File: src/rtl/rv32_mem_pkg.sv
// Shared types and constants for the unified-memory port arbiter of the RV32I core.
package rv32_mem_pkg;

  localparam int ADDR_W_DEF = 32;
  localparam int DATA_W_DEF = 32;
  localparam int BE_W       = 4;

  typedef enum logic [1:0] {
    OWN_NONE = 2'd0,
    OWN_IF   = 2'd1,
    OWN_D    = 2'd2
  } owner_t;

  typedef enum logic [1:0] {
    IDLE  = 2'd0,
    ISSUE = 2'd1,
    WAIT  = 2'd2,
    RESP  = 2'd3
  } arb_state_t;

endpackage

File: src/rtl/arb_starve_ctr.sv
// Saturating count of consecutive fetch losses; force_if hands the next
// arbitration to fetch once the count reaches STARVE_MAX.
module arb_starve_ctr #(
  parameter int STARVE_MAX = 4
) (
  input  logic clk,
  input  logic rst,
  input  logic lose,
  input  logic clr,
  output logic force_if
);

  localparam int CW = $clog2(STARVE_MAX + 1);

  logic [CW-1:0] cnt_q;
  logic [CW-1:0] cnt_d;

  // Next count: clear wins over a loss, and the count saturates.
  always_comb begin
    cnt_d = cnt_q;
    if (clr) begin
      cnt_d = '0;
    end else if (lose && (cnt_q != CW'(STARVE_MAX))) begin
      cnt_d = cnt_q + CW'(1);
    end else begin
      cnt_d = cnt_q;
    end
  end

  // Counter register.
  always_ff @(posedge clk) begin
    if (rst) begin
      cnt_q <= '0;
    end else begin
      cnt_q <= cnt_d;
    end
  end

  assign force_if = (cnt_q == CW'(STARVE_MAX));

endmodule

File: src/rtl/mem_port_arbiter_chk.sv
// Protocol checks on the arbiter's grant and completion outputs.
module mem_port_arbiter_chk (
  input logic clk,
  input logic rst,
  input logic idle,
  input logic if_gnt,
  input logic d_gnt,
  input logic if_rvalid,
  input logic d_rvalid
);

  // Grants are exclusive and only given while idle; completions never overlap.
  always_ff @(posedge clk) begin
    if (!rst) begin
      assert (!(if_gnt && d_gnt));
      assert (!((if_gnt || d_gnt) && !idle));
      assert (!(if_rvalid && d_rvalid));
    end
  end

endmodule

File: src/rtl/mem_port_arbiter.sv
// Arbitrates the single-ported unified memory between fetch and load/store,
// one access in flight at a time, data first with a fetch starvation guard.
module mem_port_arbiter
  import rv32_mem_pkg::*;
#(
  parameter int ADDR_W     = ADDR_W_DEF,
  parameter int DATA_W     = DATA_W_DEF,
  parameter int MEM_LAT    = 2,
  parameter int STARVE_MAX = 4
) (
  input  logic              clk,
  input  logic              rst,
  input  logic              if_req,
  input  logic [ADDR_W-1:0] if_addr,
  output logic              if_gnt,
  output logic              if_rvalid,
  output logic [DATA_W-1:0] if_rdata,
  input  logic              d_req,
  input  logic              d_we,
  input  logic [ADDR_W-1:0] d_addr,
  input  logic [DATA_W-1:0] d_wdata,
  input  logic [BE_W-1:0]   d_be,
  output logic              d_gnt,
  output logic              d_rvalid,
  output logic [DATA_W-1:0] d_rdata,
  output logic              mem_en,
  output logic              mem_we,
  output logic [ADDR_W-1:0] mem_addr,
  output logic [DATA_W-1:0] mem_wdata,
  output logic [BE_W-1:0]   mem_be,
  input  logic [DATA_W-1:0] mem_rdata
);

  localparam int          CNT_W    = (MEM_LAT > 1) ? $clog2(MEM_LAT) : 1;
  localparam logic [CNT_W-1:0] LAT_LOAD = CNT_W'(MEM_LAT - 1);

  arb_state_t        state_q, state_d;
  owner_t            owner_q, owner_d;
  logic [CNT_W-1:0]  lat_q, lat_d;
  logic              st_q, st_d;
  logic              mem_en_q, mem_en_d;
  logic              mem_we_q, mem_we_d;
  logic [ADDR_W-1:0] mem_addr_q, mem_addr_d;
  logic [DATA_W-1:0] mem_wdata_q, mem_wdata_d;
  logic [BE_W-1:0]   mem_be_q, mem_be_d;
  logic              if_rvalid_q, if_rvalid_d;
  logic [DATA_W-1:0] if_rdata_q, if_rdata_d;
  logic              d_rvalid_q, d_rvalid_d;
  logic [DATA_W-1:0] d_rdata_q, d_rdata_d;

  logic idle_s;
  logic force_if_s;
  logic if_win_s;
  logic d_win_s;
  logic lose_s;
  logic clr_s;

  // Arbitration is only open in IDLE and never while reset is asserted.
  assign idle_s   = (state_q == IDLE) && !rst;
  assign if_win_s = idle_s && if_req && (!d_req || force_if_s);
  assign d_win_s  = idle_s && d_req && !if_win_s;
  assign lose_s   = d_win_s && if_req;
  assign clr_s    = idle_s && (if_win_s || !if_req);

  assign if_gnt = if_win_s;
  assign d_gnt  = d_win_s;

  arb_starve_ctr #(
    .STARVE_MAX (STARVE_MAX)
  ) u_starve (
    .clk      (clk),
    .rst      (rst),
    .lose     (lose_s),
    .clr      (clr_s),
    .force_if (force_if_s)
  );

  // Next state, captured request fields and response routing.
  always_comb begin
    state_d     = state_q;
    owner_d     = owner_q;
    lat_d       = lat_q;
    st_d        = st_q;
    mem_en_d    = 1'b0;
    mem_we_d    = 1'b0;
    mem_addr_d  = mem_addr_q;
    mem_wdata_d = mem_wdata_q;
    mem_be_d    = mem_be_q;
    if_rvalid_d = 1'b0;
    if_rdata_d  = if_rdata_q;
    d_rvalid_d  = 1'b0;
    d_rdata_d   = d_rdata_q;

    case (state_q)
      IDLE: begin
        if (d_win_s) begin
          owner_d     = OWN_D;
          st_d        = d_we;
          mem_en_d    = 1'b1;
          mem_we_d    = d_we;
          mem_addr_d  = d_addr;
          mem_wdata_d = d_wdata;
          mem_be_d    = d_be;
          state_d     = ISSUE;
        end else if (if_win_s) begin
          owner_d     = OWN_IF;
          st_d        = 1'b0;
          mem_en_d    = 1'b1;
          mem_we_d    = 1'b0;
          mem_addr_d  = if_addr;
          mem_wdata_d = '0;
          mem_be_d    = '0;
          state_d     = ISSUE;
        end else begin
          state_d     = IDLE;
        end
      end
      ISSUE: begin
        lat_d = LAT_LOAD;
        if (MEM_LAT == 1) begin
          state_d = RESP;
        end else begin
          state_d = WAIT;
        end
      end
      WAIT: begin
        // The transition into RESP is the step where the count reaches zero.
        if (lat_q <= CNT_W'(1)) begin
          lat_d   = '0;
          state_d = RESP;
        end else begin
          lat_d   = lat_q - CNT_W'(1);
        end
      end
      RESP: begin
        owner_d = OWN_NONE;
        state_d = IDLE;
        if (owner_q == OWN_IF) begin
          if_rvalid_d = 1'b1;
          if_rdata_d  = mem_rdata;
        end else if (owner_q == OWN_D) begin
          d_rvalid_d  = 1'b1;
          d_rdata_d   = st_q ? '0 : mem_rdata;
        end else begin
          if_rvalid_d = 1'b0;
        end
      end
      default: begin
        state_d = IDLE;
        owner_d = OWN_NONE;
      end
    endcase
  end

  // State and registered outputs; reset abandons any access in flight.
  always_ff @(posedge clk) begin
    if (rst) begin
      state_q     <= IDLE;
      owner_q     <= OWN_NONE;
      lat_q       <= '0;
      st_q        <= 1'b0;
      mem_en_q    <= 1'b0;
      mem_we_q    <= 1'b0;
      mem_addr_q  <= '0;
      mem_wdata_q <= '0;
      mem_be_q    <= '0;
      if_rvalid_q <= 1'b0;
      if_rdata_q  <= '0;
      d_rvalid_q  <= 1'b0;
      d_rdata_q   <= '0;
    end else begin
      state_q     <= state_d;
      owner_q     <= owner_d;
      lat_q       <= lat_d;
      st_q        <= st_d;
      mem_en_q    <= mem_en_d;
      mem_we_q    <= mem_we_d;
      mem_addr_q  <= mem_addr_d;
      mem_wdata_q <= mem_wdata_d;
      mem_be_q    <= mem_be_d;
      if_rvalid_q <= if_rvalid_d;
      if_rdata_q  <= if_rdata_d;
      d_rvalid_q  <= d_rvalid_d;
      d_rdata_q   <= d_rdata_d;
    end
  end

  assign mem_en    = mem_en_q;
  assign mem_we    = mem_we_q;
  assign mem_addr  = mem_addr_q;
  assign mem_wdata = mem_wdata_q;
  assign mem_be    = mem_be_q;
  assign if_rvalid = if_rvalid_q;
  assign if_rdata  = if_rdata_q;
  assign d_rvalid  = d_rvalid_q;
  assign d_rdata   = d_rdata_q;

  mem_port_arbiter_chk u_chk (
    .clk       (clk),
    .rst       (rst),
    .idle      (idle_s),
    .if_gnt    (if_gnt),
    .d_gnt     (d_gnt),
    .if_rvalid (if_rvalid),
    .d_rvalid  (d_rvalid)
  );

endmodule

File: config.mk
export PLATFORM = sky130hd
export DESIGN_NAME = mem_port_arbiter
export DESIGN_NICKNAME = d
export VERILOG_FILES = /design/src/rtl/rv32_mem_pkg.sv /design/src/rtl/arb_starve_ctr.sv /design/src/rtl/mem_port_arbiter_chk.sv /design/src/rtl/mem_port_arbiter.sv
export SDC_FILE = /design/constraint.sdc
export NUM_CORES = 1
export LEC_CHECK = 0
export BUFFER_PORTS_ARGS = -buffer_cell sky130_fd_sc_hd__clkbuf_2
export CAP_MARGIN = 10
export CELL_PAD_IN_SITES_DETAIL_PLACEMENT = 1
export CELL_PAD_IN_SITES_GLOBAL_PLACEMENT = 2
export CORE_ASPECT_RATIO = 0.5
export CORE_MARGIN = 2
export CORE_UTILIZATION = 27
export CTS_CLUSTER_SIZE = 25
export DETAILED_ROUTE_END_ITERATION = 12
export PLACE_DENSITY_LB_ADDON = 0.1
export RECOVER_POWER = 50
export SLEW_MARGIN = 5
export SYNTH_ARGS = -nofsm -noshare
export SYNTH_HDL_FRONTEND = slang
export SYNTH_SLANG_ARGS = --single-unit
File: constraint.sdc
create_clock -name clk -period 3 [get_ports clk]
set_clock_uncertainty 0.2 [all_clocks]
set_input_delay 0.3 -clock clk [delete_from_list [all_inputs] [get_ports clk]]
set_output_delay 0.3 -clock clk [all_outputs]
set_load 0.05 [all_outputs]
=== Yosys cells after proc, flatten, opt, wreduce, memory -nomap -nowiden ===
Cells that the tools add are included.

* Add/sub/neg operators: 2
* $lt $le $gt $ge: 1
* Equality and inequality tests: 9
* Muxes and demuxes: 22
* Bitwise gates (word level): 4
* Reduce and logical (&&, ||, !) cells: 27

{| class="wikitable"
|+ Operator list
! operator !! count
|-
| 2-to-1 mux 32 bit || 5
|-
| 2-to-1 mux 1 bit || 9
|-
| logical AND 1 bit || 8
|-
| 2-to-1 mux 4 bit || 2
|-
| one-hot mux 2 bit (4 select lines) || 1
|-
| equality test 2 bit (second input constant) || 3
|-
| 2-to-1 mux 2 bit || 3
|-
| != test 3 bit (second input constant) || 2
|-
| AND reduction 2 bit || 3
|-
| nonzero test 2 bit || 3
|-
| OR reduction 2 bit || 3
|-
| OR reduction 3 bit || 2
|-
| equality test 2 x 1 -> 1 bit (second input constant) || 2
|-
| zero test 1 bit || 4
|-
| NOT 1 bit || 4
|-
| one-hot mux 2 bit (2 select lines) || 1
|-
| adder 3 x 1 -> 3 bit (second input constant) || 1
|-
| equality test 3 bit (second input constant) || 1
|-
| AND reduction 3 bit || 1
|-
| zero test 2 bit || 1
|-
| logical OR 1 bit || 2
|-
| != test 2 bit (second input constant) || 1
|-
| one-hot mux 1 bit (2 select lines) || 1
|-
| <= comparator 1 bit (second input constant) || 1
|-
| subtractor 1 bit (second input constant) || 1
|}

* Register bits: 145
* Bits of input ports: 137
* Output and inout port bits: 138

=== Depth between registers and ports, before layout ===
* Depth in word-level cells: 8
* Gate-level depth with buffers: 8
* Mapped depth without buffers: 5

=== Cells and area by module ===
A second synthesis with hierarchy kept.

* Cells, all modules: 639
* Area total of the unflattened synthesis: 6000.8 um2

{| class="wikitable"
|+ Modules (own cells, without submodules)
! module !! instances !! cells an instance !! area an instance (um2) !! sequential area each (um2)
|-
| mem_port_arbiter || 1 || 621 || 5813.1 || 2822.7
|-
| arb_starve_ctr || 1 || 18 || 187.7 || 60.1
|}

=== Least setup slack after synthesis ===
OpenSTA, ideal clock, no wires.

* Path type: reg2out
* From: register state_q[0]
* To: output if_gnt
* Arrival: 1.859 ns
* Data required time: 2.500 ns
* Path slack: 0.641 ns
* Stages on the path, launching flop included: 9
* Cell sequence: dfxtp_1 > inv_1 > ha_1 > buf_2 > nor2b_1 > buf_2 > buf_2 > nand2_1 > nor2_1

* Cells in the longest elaborated chain, start to end: 4

{| class="wikitable"
|+ RTL lines
! item !! RTL line !! RTL
|-
| start: declaration || mem_port_arbiter.sv:37 || <nowiki>arb_state_t state_q, state_d;</nowiki>
|-
| start signal: assignment || mem_port_arbiter.sv:172 || <nowiki>state_q <= state_d;</nowiki>
|-
| zero test 2 bit || mem_port_arbiter.sv:59 || <nowiki>assign idle_s = (state_q == IDLE) && !rst;</nowiki>
|-
| logical AND 1 bit || mem_port_arbiter.sv:59 ||
|-
| logical AND 1 bit (2 in series) || mem_port_arbiter.sv:60 || <nowiki>assign if_win_s = idle_s && if_req && (!d_req || force_if_s);</nowiki>
|-
| end: declaration || mem_port_arbiter.sv:15 || <nowiki>output logic if_gnt,</nowiki>
|}

Every way passes these cells.

=== Worst setup path in the final report ===
* From: register state_q[0]
* To: output d_gnt

* Cells in the longest elaborated chain, start to end: 6

{| class="wikitable"
|+ RTL lines
! item !! RTL line !! RTL
|-
| zero test 2 bit * || mem_port_arbiter.sv:59 ||
|-
| logical AND 1 bit * || mem_port_arbiter.sv:59 ||
|-
| logical AND 1 bit (2 in series) || mem_port_arbiter.sv:60 ||
|-
| zero test 1 bit || mem_port_arbiter.sv:61 || <nowiki>assign d_win_s = idle_s && d_req && !if_win_s;</nowiki>
|-
| logical AND 1 bit * || mem_port_arbiter.sv:61 ||
|-
| end: declaration || mem_port_arbiter.sv:23 || <nowiki>output logic d_gnt,</nowiki>
|}

Every way passes the cells marked *; elsewhere a longest branch is shown, timed or not.

==> qor.csv <==
metric,value,unit
status,finished clean,
# Max-Cap Violations,0,
"Avg Cell Area, Syn",9.793,um2
syn nets,692,
"Design Area, Final",0.008366,mm2
gr usage total,19.69,%
sequential area share after synthesis,53.62,%
Worst-path clk slew,0.06,ns
cell area after placement,0.006953,mm2
Post-synth top cells,"144 x dfxtp_1, 70 x a22o_1, 69 x a21oi_1, 65 x nand2_1, 33 x clkbuf_1",
CP max FO,11,
gpl congestion,0.7314,
Flop pwr share,40.3,%
cts hold-fix bufs,101,
Synth top area share,53.62,%
"Primary FF master, synth",dfxtp_1,
FMAX,382.4,MHz
drt wl/cell,17.58,um
Avg Vias per Cell,4.808,
Post-CTS Resized,0,
crit path capture type,primary output,
vias in the first global route,6027,
main combinational cell family by area after synthesis,compound AO/OA/AOI/OAI gates,
Clk network pwr share,41.6,%
fin crit share,87.18,%
Worst Path Required,2.50,ns
Tightest Hold Check Type,in2reg,
CTS tree,built,
"EDFF count, synth",0,
DR iter-0 viols,227,
first drt pass iteration count,4,
met1 Use GR,24.73,%
via count,5664,
Final min period,2.615,ns
relative slew slack,49.07,%
H-Tree Depth,4,
FILL cells,2309,
antenna violations before repair,1,
final setup violating endpoints,0,
met3 GRT Util,5.790,%
largest net degree at the start of global routing,53,
Post-synth ARST share,0,%
RSZ-0062 raised after global routing,no,
Multi-input gate area,0.002201,mm2
Yosys warning count,0,
global route total overflow,0,
site row count,36,
layout net count,1044,
P per Cell Area,610.4,mW/mm2
first-pass GRT wire length,32.93,mm
clock tree sinks,144,
post-DP HPWL,12.81,mm
met2 usage,33.06,%
switch share,29.36,%
Post-Syn Instances,549,
Worst setup SP type,flop,
Adder-Cell Fraction of Synth Area,1.396,%
worst setup path class,reg2out,
Vert. Die Dim,103.8,um
post-synthesis simple-gate area fraction,7.796,%
register bit count reported by yosys,144,
Initial Util,27.57,%
share of layout cells above drive strength 1,20.94,%
number of placed I/O pins,275,
Synth Area in Compound Gates,31.56,%
CTS max path bufs,2,
Post-Syn Area,0.005376,mm2
GRT busiest layer,met2,
total die area,0.02113,mm2
min setup slack post-route,0.3847,ns
Slew Limit Fails,0,
"count leader, synth",dfxtp_1,
Synth cell types,31,
ant diodes,0,
leakage power,3.278,nW
antenna-violating nets left,0,
Synth area leader,dfxtp_1,
Post-Route Setup TNS,0,ns
CP Data Arrival Time,2.12,ns
final hold vios,0,
Psw,1.499,mW
Die W,203.6,um
VDD IR max,0.0003100,V
clock insertion delay at the later pin of the skew report,0.41,ns
dpl ws,0.6852,ns
Worst-Margin Slew,0.7639,ns
input/output buffers,274,
P_int,3.607,mW
setup bufs post-CTS,0,
cts bufs inserted,17,
synthesis-to-finish area growth,55.60,%
Synth area leaders,"dfxtp_1 54%, a22o_1 11%, a21oi_1 6.4%",
clock root buffer,clkbuf_16,
DRC,0,
total wire length,20.71,mm
logic gate share of total power,18.2,%
Post-Synth XOR/XNOR Area,0,%
register area,0.002883,mm2
core area,0.01950,mm2
post-synthesis mux area share,0,%
metal layers:
metal | wire, um | part of all wire (%) | up-vias
met1 | 9459 | 46 | 2766
li1 | - | - | 2745
met5 | 0 | 0 | -
met3 | 1205 | 5.8 | 17
met2 | 9859 | 48 | 136
met4 | 184 | 0.89 | 0
power by group through the flow:
stage / combinational [mW] / clock, mW / sequential [mW]
detailed placement: 0.847 / 0 / 2.10
CTS: 0.954 / 2.20 / 2.06
floorplan: 0.279 / 0 / 2.39
finish: 0.927 / 2.12 / 2.06
global placement: 0.839 / 0 / 2.10
global route: 0.994 / 2.29 / 2.07
final timing paths:
check          startpoint  depth (start not counted)  slack, ns            to
max            state_q[0]                          5       0.38         d_gnt
min                   rst                          3       0.05        mem_en
max reg2reg    state_q[0]                          6       0.71  mem_wdata[4]
min reg2reg  if_rdata[20]                          2       0.26  if_rdata[20]
flip-flops by register name (all words and copies together), names as in the netlist:
| signal | flops |
|---|---|
| state_q | 2 |
| mem_wdata | 32 |
| mem_be | 4 |
| if_rdata | 32 |
| owner_q | 2 |
| st_q | 1 |
| mem_addr | 32 |
| d_rvalid | 1 |
| mem_en | 1 |
| u_starve.cnt_q | 3 |
| mem_we | 1 |
| if_rvalid | 1 |
| d_rdata | 32 |
worst max-delay path: stages, from the launching register on:
cell	delay, ns
dfxtp_1	0.32
inv_1	0.10
ha_1	0.41
nand3b_1	0.18
nor2_2	0.48
buf_12	0.21
placed cells by master (no fill, tap or decap), drive strengths merged:
cell type	instances
ha	6
a21oi	70
or2	1
a21boi	1
and3	1
a211oi	32
clkinvlp	4
bufinv	3
nand2	65
a2111o	1
dlygate4sd3	101
nand3b	3
nand4	2
nor2	7
a22o	70
or3	1
clkbuf	291
buf	19
nor2b	3
and3b	2
inv	4
a311oi	32
o211ai	3
dfxtp	144
nor3	1
clkinv	5
nand3	1
nand2b	5
and2	2
o21ai	32
area by class of cell:
| type | count | share of cell area [%] |
|---|---|---|
| Clock buffer | 18 | 5.130 |
| Clock inverter | 12 | 1.735 |
| Inverter | 4 | 0.1795 |
| Multi-Input combinational cell | 341 | 26.31 |
| Sequential cell | 144 | 34.46 |
| Tap cell | 266 | 3.978 |
| Timing Repair Buffer | 393 | 28.21 |
logic make-up after synthesis:
| kind of cell | Yosys count |
|---|---|
| fa+ha+maj | 6 |
| simple gates | 94 |
| buf+inv | 64 |
| flops | 144 |
| compound gates | 241 |
metrics by stage:
stage	hold WS, ns	instances	util [%]	power (mW)
after floorplan	0.2217	549	-	2.671
after global placement	0.2419	1047	35.65	2.936
after detailed placement	0.2493	1047	35.65	2.945
after CTS	0.02856	1178	43.78	5.206
after global routing	0.07187	1178	42.89	5.347
final	0.05086	1178	42.89	5.106
Note: power is estimated with default switching activity, not from simulation.
